**config.mk**
```make
export PLATFORM = sky130hd
export DESIGN_NAME = uartrx_flat
export DESIGN_NICKNAME = d
export VERILOG_FILES = /design/src/rtl/uartrx_if.sv /design/src/rtl/uartrx.sv /design/src/flat_wrapper.sv
export SDC_FILE = /design/constraint.sdc
export NUM_CORES = 1
export LEC_CHECK = 0
export CAP_MARGIN = 20
export CORE_ASPECT_RATIO = 0.7
export CORE_MARGIN = 2
export CORE_UTILIZATION = 62
export CTS_CLUSTER_SIZE = 40
export DETAILED_ROUTE_END_ITERATION = 10
export GPL_ROUTABILITY_DRIVEN = 0
export PLACE_DENSITY = 0.84
export SYNTH_ARGS = -nofsm -noshare
export SYNTH_HDL_FRONTEND = slang
export SYNTH_SLANG_ARGS = --single-unit
```
**constraint.sdc**
```tcl
create_clock -name clk -period 4.9 [get_ports clk]
set_clock_uncertainty 0.15 [all_clocks]
set_input_delay 0.49 -clock clk [delete_from_list [all_inputs] [get_ports clk]]
set_output_delay 0.49 -clock clk [all_outputs]
set_load 0.01 [all_outputs]
```
**src/rtl/uartrx_if.sv**
```systemverilog
// Consumer-side handshake of the UART receiver: the go request/acknowledge
// and the byte presented with its data-ready and framing flags.
interface uartrx_if;
  logic       go;
  logic [7:0] data;
  logic       dr;
  logic       frame_err;

  modport master (output go, input data, dr, frame_err);
  modport slave  (input go, output data, dr, frame_err);
endinterface

```
**src/rtl/uartrx.sv**
```systemverilog
// 8N1 UART receiver, LSB first. Mid-bit sampling is timed from the falling
// edge of the synchronized line; the byte is held until go is lowered.
module uartrx_cfg_chk #(
  parameter int unsigned BitTime = 32'd4
) ();
  if (BitTime < 32'd4) begin : g_bit_time_too_small
    $error("uartrx: BIT_TIME must be at least 4");
  end
endmodule

module uartrx #(
  parameter int unsigned ClockFrequencyHz = 32'd66_000_000,
  parameter int unsigned BaudRate         = 32'd9600
) (
  input  logic     clk,
  input  logic     rst_n,
  input  logic     rx,
  uartrx_if.slave  bus
);
  localparam int unsigned BIT_TIME = ClockFrequencyHz / BaudRate;
  localparam int unsigned HALF     = BIT_TIME / 32'd2;
  localparam int unsigned CW       = (BIT_TIME > 32'd1) ? $clog2(BIT_TIME) : 32'd1;

  localparam logic [CW-1:0] HALF_LOAD = CW'(HALF - 32'd1);
  localparam logic [CW-1:0] BIT_LOAD  = CW'(BIT_TIME - 32'd1);
  localparam logic [CW-1:0] CNT_ZERO  = CW'(32'd0);
  localparam logic [CW-1:0] CNT_ONE   = CW'(32'd1);

  localparam logic [2:0] IDLE        = 3'd0;
  localparam logic [2:0] START_BIT   = 3'd1;
  localparam logic [2:0] DATA_BITS   = 3'd2;
  localparam logic [2:0] STOP_BIT    = 3'd3;
  localparam logic [2:0] WAIT_GO_LOW = 3'd4;

  uartrx_cfg_chk #(.BitTime(BIT_TIME)) u_cfg_chk ();

  logic          rx_meta_r;
  logic          rx_s_r;
  logic          rx_prev_r;
  logic          fall_s;
  logic [2:0]    state_r;
  logic [CW-1:0] counter_r;
  logic [2:0]    bit_count_r;
  logic [7:0]    shift_r;
  logic [7:0]    data_r;
  logic          dr_r;
  logic          frame_err_r;

  // Two-flop synchronizer plus previous-sample register; idle-high reset values.
  always_ff @(posedge clk) begin
    if (!rst_n) begin
      rx_meta_r <= 1'b1;
      rx_s_r    <= 1'b1;
      rx_prev_r <= 1'b1;
    end else begin
      rx_meta_r <= rx;
      rx_s_r    <= rx_meta_r;
      rx_prev_r <= rx_s_r;
    end
  end

  assign fall_s = rx_prev_r & ~rx_s_r;

  // Receive FSM: each timed state acts in the cycle its down-counter reaches zero.
  always_ff @(posedge clk) begin
    if (!rst_n) begin
      state_r     <= IDLE;
      counter_r   <= CNT_ZERO;
      bit_count_r <= 3'd0;
      shift_r     <= 8'h00;
      data_r      <= 8'h00;
      dr_r        <= 1'b0;
      frame_err_r <= 1'b0;
    end else begin
      case (state_r)
        IDLE: begin
          if (bus.go && fall_s) begin
            counter_r <= HALF_LOAD;
            state_r   <= START_BIT;
          end
        end
        START_BIT: begin
          if (counter_r != CNT_ZERO) begin
            counter_r <= counter_r - CNT_ONE;
          end else if (!rx_s_r) begin
            counter_r   <= BIT_LOAD;
            bit_count_r <= 3'd0;
            state_r     <= DATA_BITS;
          end else begin
            // Line was high again at mid start bit: treat as a glitch.
            state_r <= IDLE;
          end
        end
        DATA_BITS: begin
          if (counter_r != CNT_ZERO) begin
            counter_r <= counter_r - CNT_ONE;
          end else begin
            shift_r     <= {rx_s_r, shift_r[7:1]};
            bit_count_r <= bit_count_r + 3'd1;
            counter_r   <= BIT_LOAD;
            if (bit_count_r == 3'd7) begin
              state_r <= STOP_BIT;
            end
          end
        end
        STOP_BIT: begin
          if (counter_r != CNT_ZERO) begin
            counter_r <= counter_r - CNT_ONE;
          end else begin
            data_r      <= shift_r;
            frame_err_r <= ~rx_s_r;
            dr_r        <= 1'b1;
            state_r     <= WAIT_GO_LOW;
          end
        end
        WAIT_GO_LOW: begin
          if (!bus.go) begin
            dr_r        <= 1'b0;
            frame_err_r <= 1'b0;
            state_r     <= IDLE;
          end
        end
        default: begin
          dr_r        <= 1'b0;
          frame_err_r <= 1'b0;
          state_r     <= IDLE;
        end
      endcase
    end
  end

  assign bus.data      = data_r;
  assign bus.dr        = dr_r;
  assign bus.frame_err = frame_err_r;
endmodule

```
**src/flat_wrapper.sv**
```systemverilog
// flat-port wrapper written by rule: the top's interface ports become plain ports
module uartrx_flat 
#(
  parameter int unsigned ClockFrequencyHz = 32'd66_000_000,
  parameter int unsigned BaudRate         = 32'd9600
)
  (clk, rst_n, rx, bus_go, bus_data, bus_dr, bus_frame_err);
  uartrx_if bus_i ();
  input  logic clk;
  input  logic rst_n;
  input  logic rx;
  input wire logic [$bits(bus_i.go)-1:0] bus_go;
  output wire logic [$bits(bus_i.data)-1:0] bus_data;
  output wire logic [$bits(bus_i.dr)-1:0] bus_dr;
  output wire logic [$bits(bus_i.frame_err)-1:0] bus_frame_err;
  assign bus_i.go = bus_go;
  assign bus_data = bus_i.data;
  assign bus_dr = bus_i.dr;
  assign bus_frame_err = bus_i.frame_err;
  uartrx #(.ClockFrequencyHz(ClockFrequencyHz), .BaudRate(BaudRate)) u_core (.clk(clk), .rst_n(rst_n), .rx(rx), .bus(bus_i));
endmodule
```
### Word-level counts from Yosys, hierarchy flattened

Cells that the tools add are included.

* add/subtract/negate cells: 2
* equal/unequal tests: 14
* multiplexer cells: 23
* bitwise operators: 4
* reductions and logical operators: 12

Operators by type and width (number)
* $mux 13: 5
* $pmux 13 s4: 1
* $mux 3: 9
* $pmux 3 s5: 1
* $reduce_bool 13->1: 1
* $sub 13x1->13 const B: 1
* $ne 2x2->1 const B: 5
* $reduce_and 4->1: 2
* $eq 3x2->1 const B: 2
* $eq 3x3->1 const B: 2
* $ne 2x1->1 const B: 3
* $pmux 1 s3: 2
* $pmux 3 s2: 1
* $reduce_and 6->1: 1
* $reduce_and 2->1: 2
* $reduce_bool 4->1: 1
* $add 3x1->3 const B: 1
* $eq 3x1->1 const B: 1
* $logic_not 3->1: 1
* $mux 1: 3
* $ne 3x3->1 const B: 1
* $not 1->1: 3
* $reduce_and 3->1: 1
* $reduce_or 3->1: 1
* 4 further kinds: 4

* bits in registers: 40
* input bits: 4
* output and inout bits: 10
* word-level logic and storage cells: 65

### Depth between registers and ports, before layout

* depth in word-level cells: 5
* depth in mapped cells: 9
* depth with buffers taken out: 7

### Worst setup path after synthesis

No wires, ideal clock.

* path type: register to register
* start: register u_core.counter_r[0]
* end: register u_core.bit_count_r[0]
* library setup time: 0.115 ns
* arrival: 2.334 ns
* data required time: 4.635 ns
* setup slack: 2.301 ns
* stages on the path, launching flop included: 10
* buffers on the path: 2
* clock period less this slack: 2.599 ns
* cells stage by stage: dfxtp_1 inv_1 ha_1 or4b_1 clkbuf_1 or4_4 buf_6 or3_4 and2_1 o21a_1

* word-level cells in the longest chain between the ends: 3
* elaborated cells between the ends (all ways): 4
* those cells by class: 2 x eq/ne; 2 x reduce/logical

Ends and longest elaborated chain
* start: declaration: line uartrx.sv:42 `logic [CW-1:0] counter_r;`
* start signal: assignment: line uartrx.sv:84 `counter_r <= counter_r - CNT_ONE;`
* start signal: assignment: line uartrx.sv:96 `counter_r <= counter_r - CNT_ONE;`
* start signal: assignment: line uartrx.sv:108 `counter_r <= counter_r - CNT_ONE;`
* $reduce_bool 13->1 *: line uartrx.sv:83, uartrx.sv:95
* $ne 2x2->1 (no source line)
* $reduce_and 4->1 (no source line) *
* end signal: assignment: line uartrx.sv:99 `bit_count_r <= bit_count_r + 3'd1;`
* end: declaration: line uartrx.sv:43 `logic [2:0] bit_count_r;`

Every way passes the cells marked *; elsewhere a longest branch is shown, timed or not.
A chain may end at the register's enable or synchronous reset.

### Final worst setup path

* start: register u_core.counter_r[0]
* end: register u_core.shift_r[2]

* word-level cells in the longest chain between the ends: 3

Ends and longest elaborated chain
* $reduce_bool 13->1: line uartrx.sv:95 `if (counter_r != CNT_ZERO) begin`
* $not 1->1 (no source line)
* $reduce_and 2->1 (no source line)
* end signal: assignment: line uartrx.sv:98 `shift_r <= {rx_s_r, shift_r[7:1]};`
* end: declaration: line uartrx.sv:44 `logic [7:0] shift_r;`

Every way passes these cells.

==> reports/results.txt <==
Detailed Route WL: 4040 um
Min Clock Period, post-route: 2.78 ns
Placement Setup Slack: 2.19 ns
IO buf count: 13
Sw Ratio: 26.7%
Routed vias/inst: 5.99
Crit path buf inv count: 1
CTS Root Cell: clkbuf_8
Final Slew Violations: 0
Final setup viols: 0
RSZ-0062 raised after global routing: false
Clock-pin slew on the worst setup and hold paths: 0.08 ns
Post-CTS setup buffer count: 0
Clock power frac: 38.4%
Filler cell count: 236
Syn_nets: 239
Inserted Diodes: 0
Total net switching power: 0.191 mW
WL/cell: 14.6 um
Largest area contributor in the netlist: dfxtp_1
I/O Pins: 14
Top-count cell post-synth: dfxtp_1
Seq/Total Area, Yosys: 40.7%
Syn Area/Cell: 8.51 sq um
Cts bufs inserted: 5
Syn Inst Count: 231
Delay-heaviest family, CP: simple AND/OR/NAND/NOR gates
Vias in the first global route: 1,443
Detailed-route DRC error count: 0
Path type of the worst setup path: reg -> reg
Post_cts resized: 0
Synthesis-to-layout area growth: 12.2%
Share of layout cells above drive strength 1: 7.11%
Maximum net fanout on the critical path: 10
Core ar.: 3080 sq um
Seq pwr share: 47.7%
DIE HEIGHT: 51.1 um
Static leakage: 0.882 nW
Placed cell areas: 2090 sq um
First-pass GRT wire length: 6940 um
Synth cell types: 48
Synth warn: 0
GRT Resource Usage Total: 24.4%
Status: completed
CP max stage delay: 0.60 ns
Ys flop type: dfxtp_1
#FFs+latches synth: 40
Non-filler cells, final: 277
Tot Pwr: 0.713 mW
PwrDens: 323 nW/um^2
Setup TNS: 0 ns
Post-synth top cells: dfxtp_1, nand2_1, a21oi_1
Largest net degree at the start of global routing: 35
Dpl cells: 269
CTS tree: done
Initial Utilization: 63.8%
Die Width: 71.3 um
Critical path data required time: 4.94 ns
Detailed placer's ending HPWL: 2760 um
Crit start category: flip-flop
Slowest stage cell, crit path: or4b_1
Number of flops mapped to enable cells by yosys: 0
Clock Sink Count: 40
Post-Syn Area: 1970 sq um
First DRT Iteration DRCs: 244
Synth top area cells: dfxtp_1, nand2_1, a21oi_1
Slew of the pin with the lowest slew margin: 0.847 ns
Setup ws final: 2.12 ns
Final-report hold violation count: 0
Crit-path cells: inv_1 > ha_1 > or4b_1 > nor4_4 > nand3b_1 > mux2i_1 > nor2b_1
Max Cap Viol: 0
Maximum VDD drop: 199 uV
Yosys top cell area share: 40.7%
Nets: 246
Max Fclk: 359 MHz
H-tree depth: 2
Routed Antenna Nets: 0
Part of the cycle the worst path needs: 56.8%
Via count: 1,659
Design area: 2210 sq um
DRT Pass-1 Iters: 5
Int Pwr: 0.522 mW
Clock tree buffer depth: 2
GRT overflow: 0
Post-CTS Hold Buffers: 0
Clock Latency Late Sink: 0.29 ns
Asr flop ratio synth: 0%
Die area: 3650 sq um
Rows: 17
Hold/Removal Path Class: reg -> reg
Crit. End Element: flip-flop
Crit path DAT: 2.82 ns
Max_slew headroom: 43.0%
Gate power share: 13.9%
Initial antenna violation count: 0
==> cells in the final DEF, fill, tap and decap left out, types with 3 or more instances in the layout <==
master           count
nand2_1             29
nand2b_1             4
clkbuf_8             5
dfxtp_1             40
nor2b_1             11
inv_1                5
and2_1               4
o21ai_0             11
nor3_1               8
clkdlybuf4s50_1     13
o21a_1               6
nand3_1              3
a21boi_0             6
nand3b_1             3
a31oi_1              4
a21oi_1             20
nor2_1              13
or3_1                4
ha_1                 4
mux2i_1              9
==> final cells by class <==
| class | instances | area (sq um) | share of cell area (%) |
|---|---|---|---|
| Timing Repair Buffer | 14 | 138 | 6.24 |
| Multi-Input combinational cell | 172 | 1090 | 49.2 |
| Sequential cell | 40 | 801 | 36.3 |
| Inverter | 5 | 18.8 | 0.851 |
| Clock buffer | 5 | 68.8 | 3.12 |
| Tap cell | 38 | 47.5 | 2.16 |
| Clock inverter | 3 | 46.3 | 2.10 |
==> routing by layer <==
| metal | global-route usage, % | up-vias | share of wire (%) |
|---|---|---|---|
| li1 | - | 848 | - |
| met1 | 37.7 | 757 | 53 |
| met2 | 33.0 | 50 | 42 |
| met3 | 7.30 | 4 | 5.3 |
| met4 | 5.03 | 0 | 0.62 |
| met5 | 0 | - | 0 |
==> per-stage QoR <==
stage,hold WS (ns),utilization [%]
2_1_floorplan,0.236,-
3_3_place_gp,0.239,67.8
3_5_place_dp,0.247,67.8
4_1_cts,0.271,71.5
5_1_grt,0.284,71.5
6_report,0.264,71.5
==> final timing paths <==
| kind | startpoint | to | slack, ns | cells past startpoint |
|---|---|---|---|---|
| max | u_core.counter_r[0] | u_core.shift_r[2] | 2.12 | 7 |
| min | u_core.rx_meta_r | u_core.rx_s_r | 0.26 | 1 |
| max reg2reg | u_core.counter_r[0] | u_core.shift_r[2] | 2.12 | 7 |
| min reg2reg | u_core.rx_meta_r | u_core.rx_s_r | 0.26 | 1 |
==> state kept, by name, indices dropped and copies added (netlist names) <==
name / flops
u_core.rx_s_r: 1
u_core.bus.dr: 1
u_core.shift_r: 8
u_core.rx_meta_r: 1
u_core.state_r: 3
u_core.rx_prev_r: 1
u_core.counter_r: 13
u_core.bus.data: 8
u_core.bus.frame_err: 1
u_core.bit_count_r: 3
==> power by group through the flow <==
stage	registers, mW	logic [mW]	clock network, mW
after floorplan	0.344	0.0841	0
after global placement	0.347	0.0953	0
after detailed placement	0.347	0.0956	0
after global routing	0.341	0.110	0.298
after CTS	0.339	0.0966	0.280
final	0.340	0.0994	0.274
==> cells by family after synthesis <==
group,after synthesis,share of synthesized area (%)
AO/OA/AOI/OAI,64,21.5
adder cells (fa/ha/maj),4,2.54
XOR/XNOR,1,0.445
buffers and inverters,19,4.07
flip-flops,40,40.7
multiplexers,9,4.58
AND/OR/NAND/NOR,94,26.1
Power figures use the tool's default switching activity.
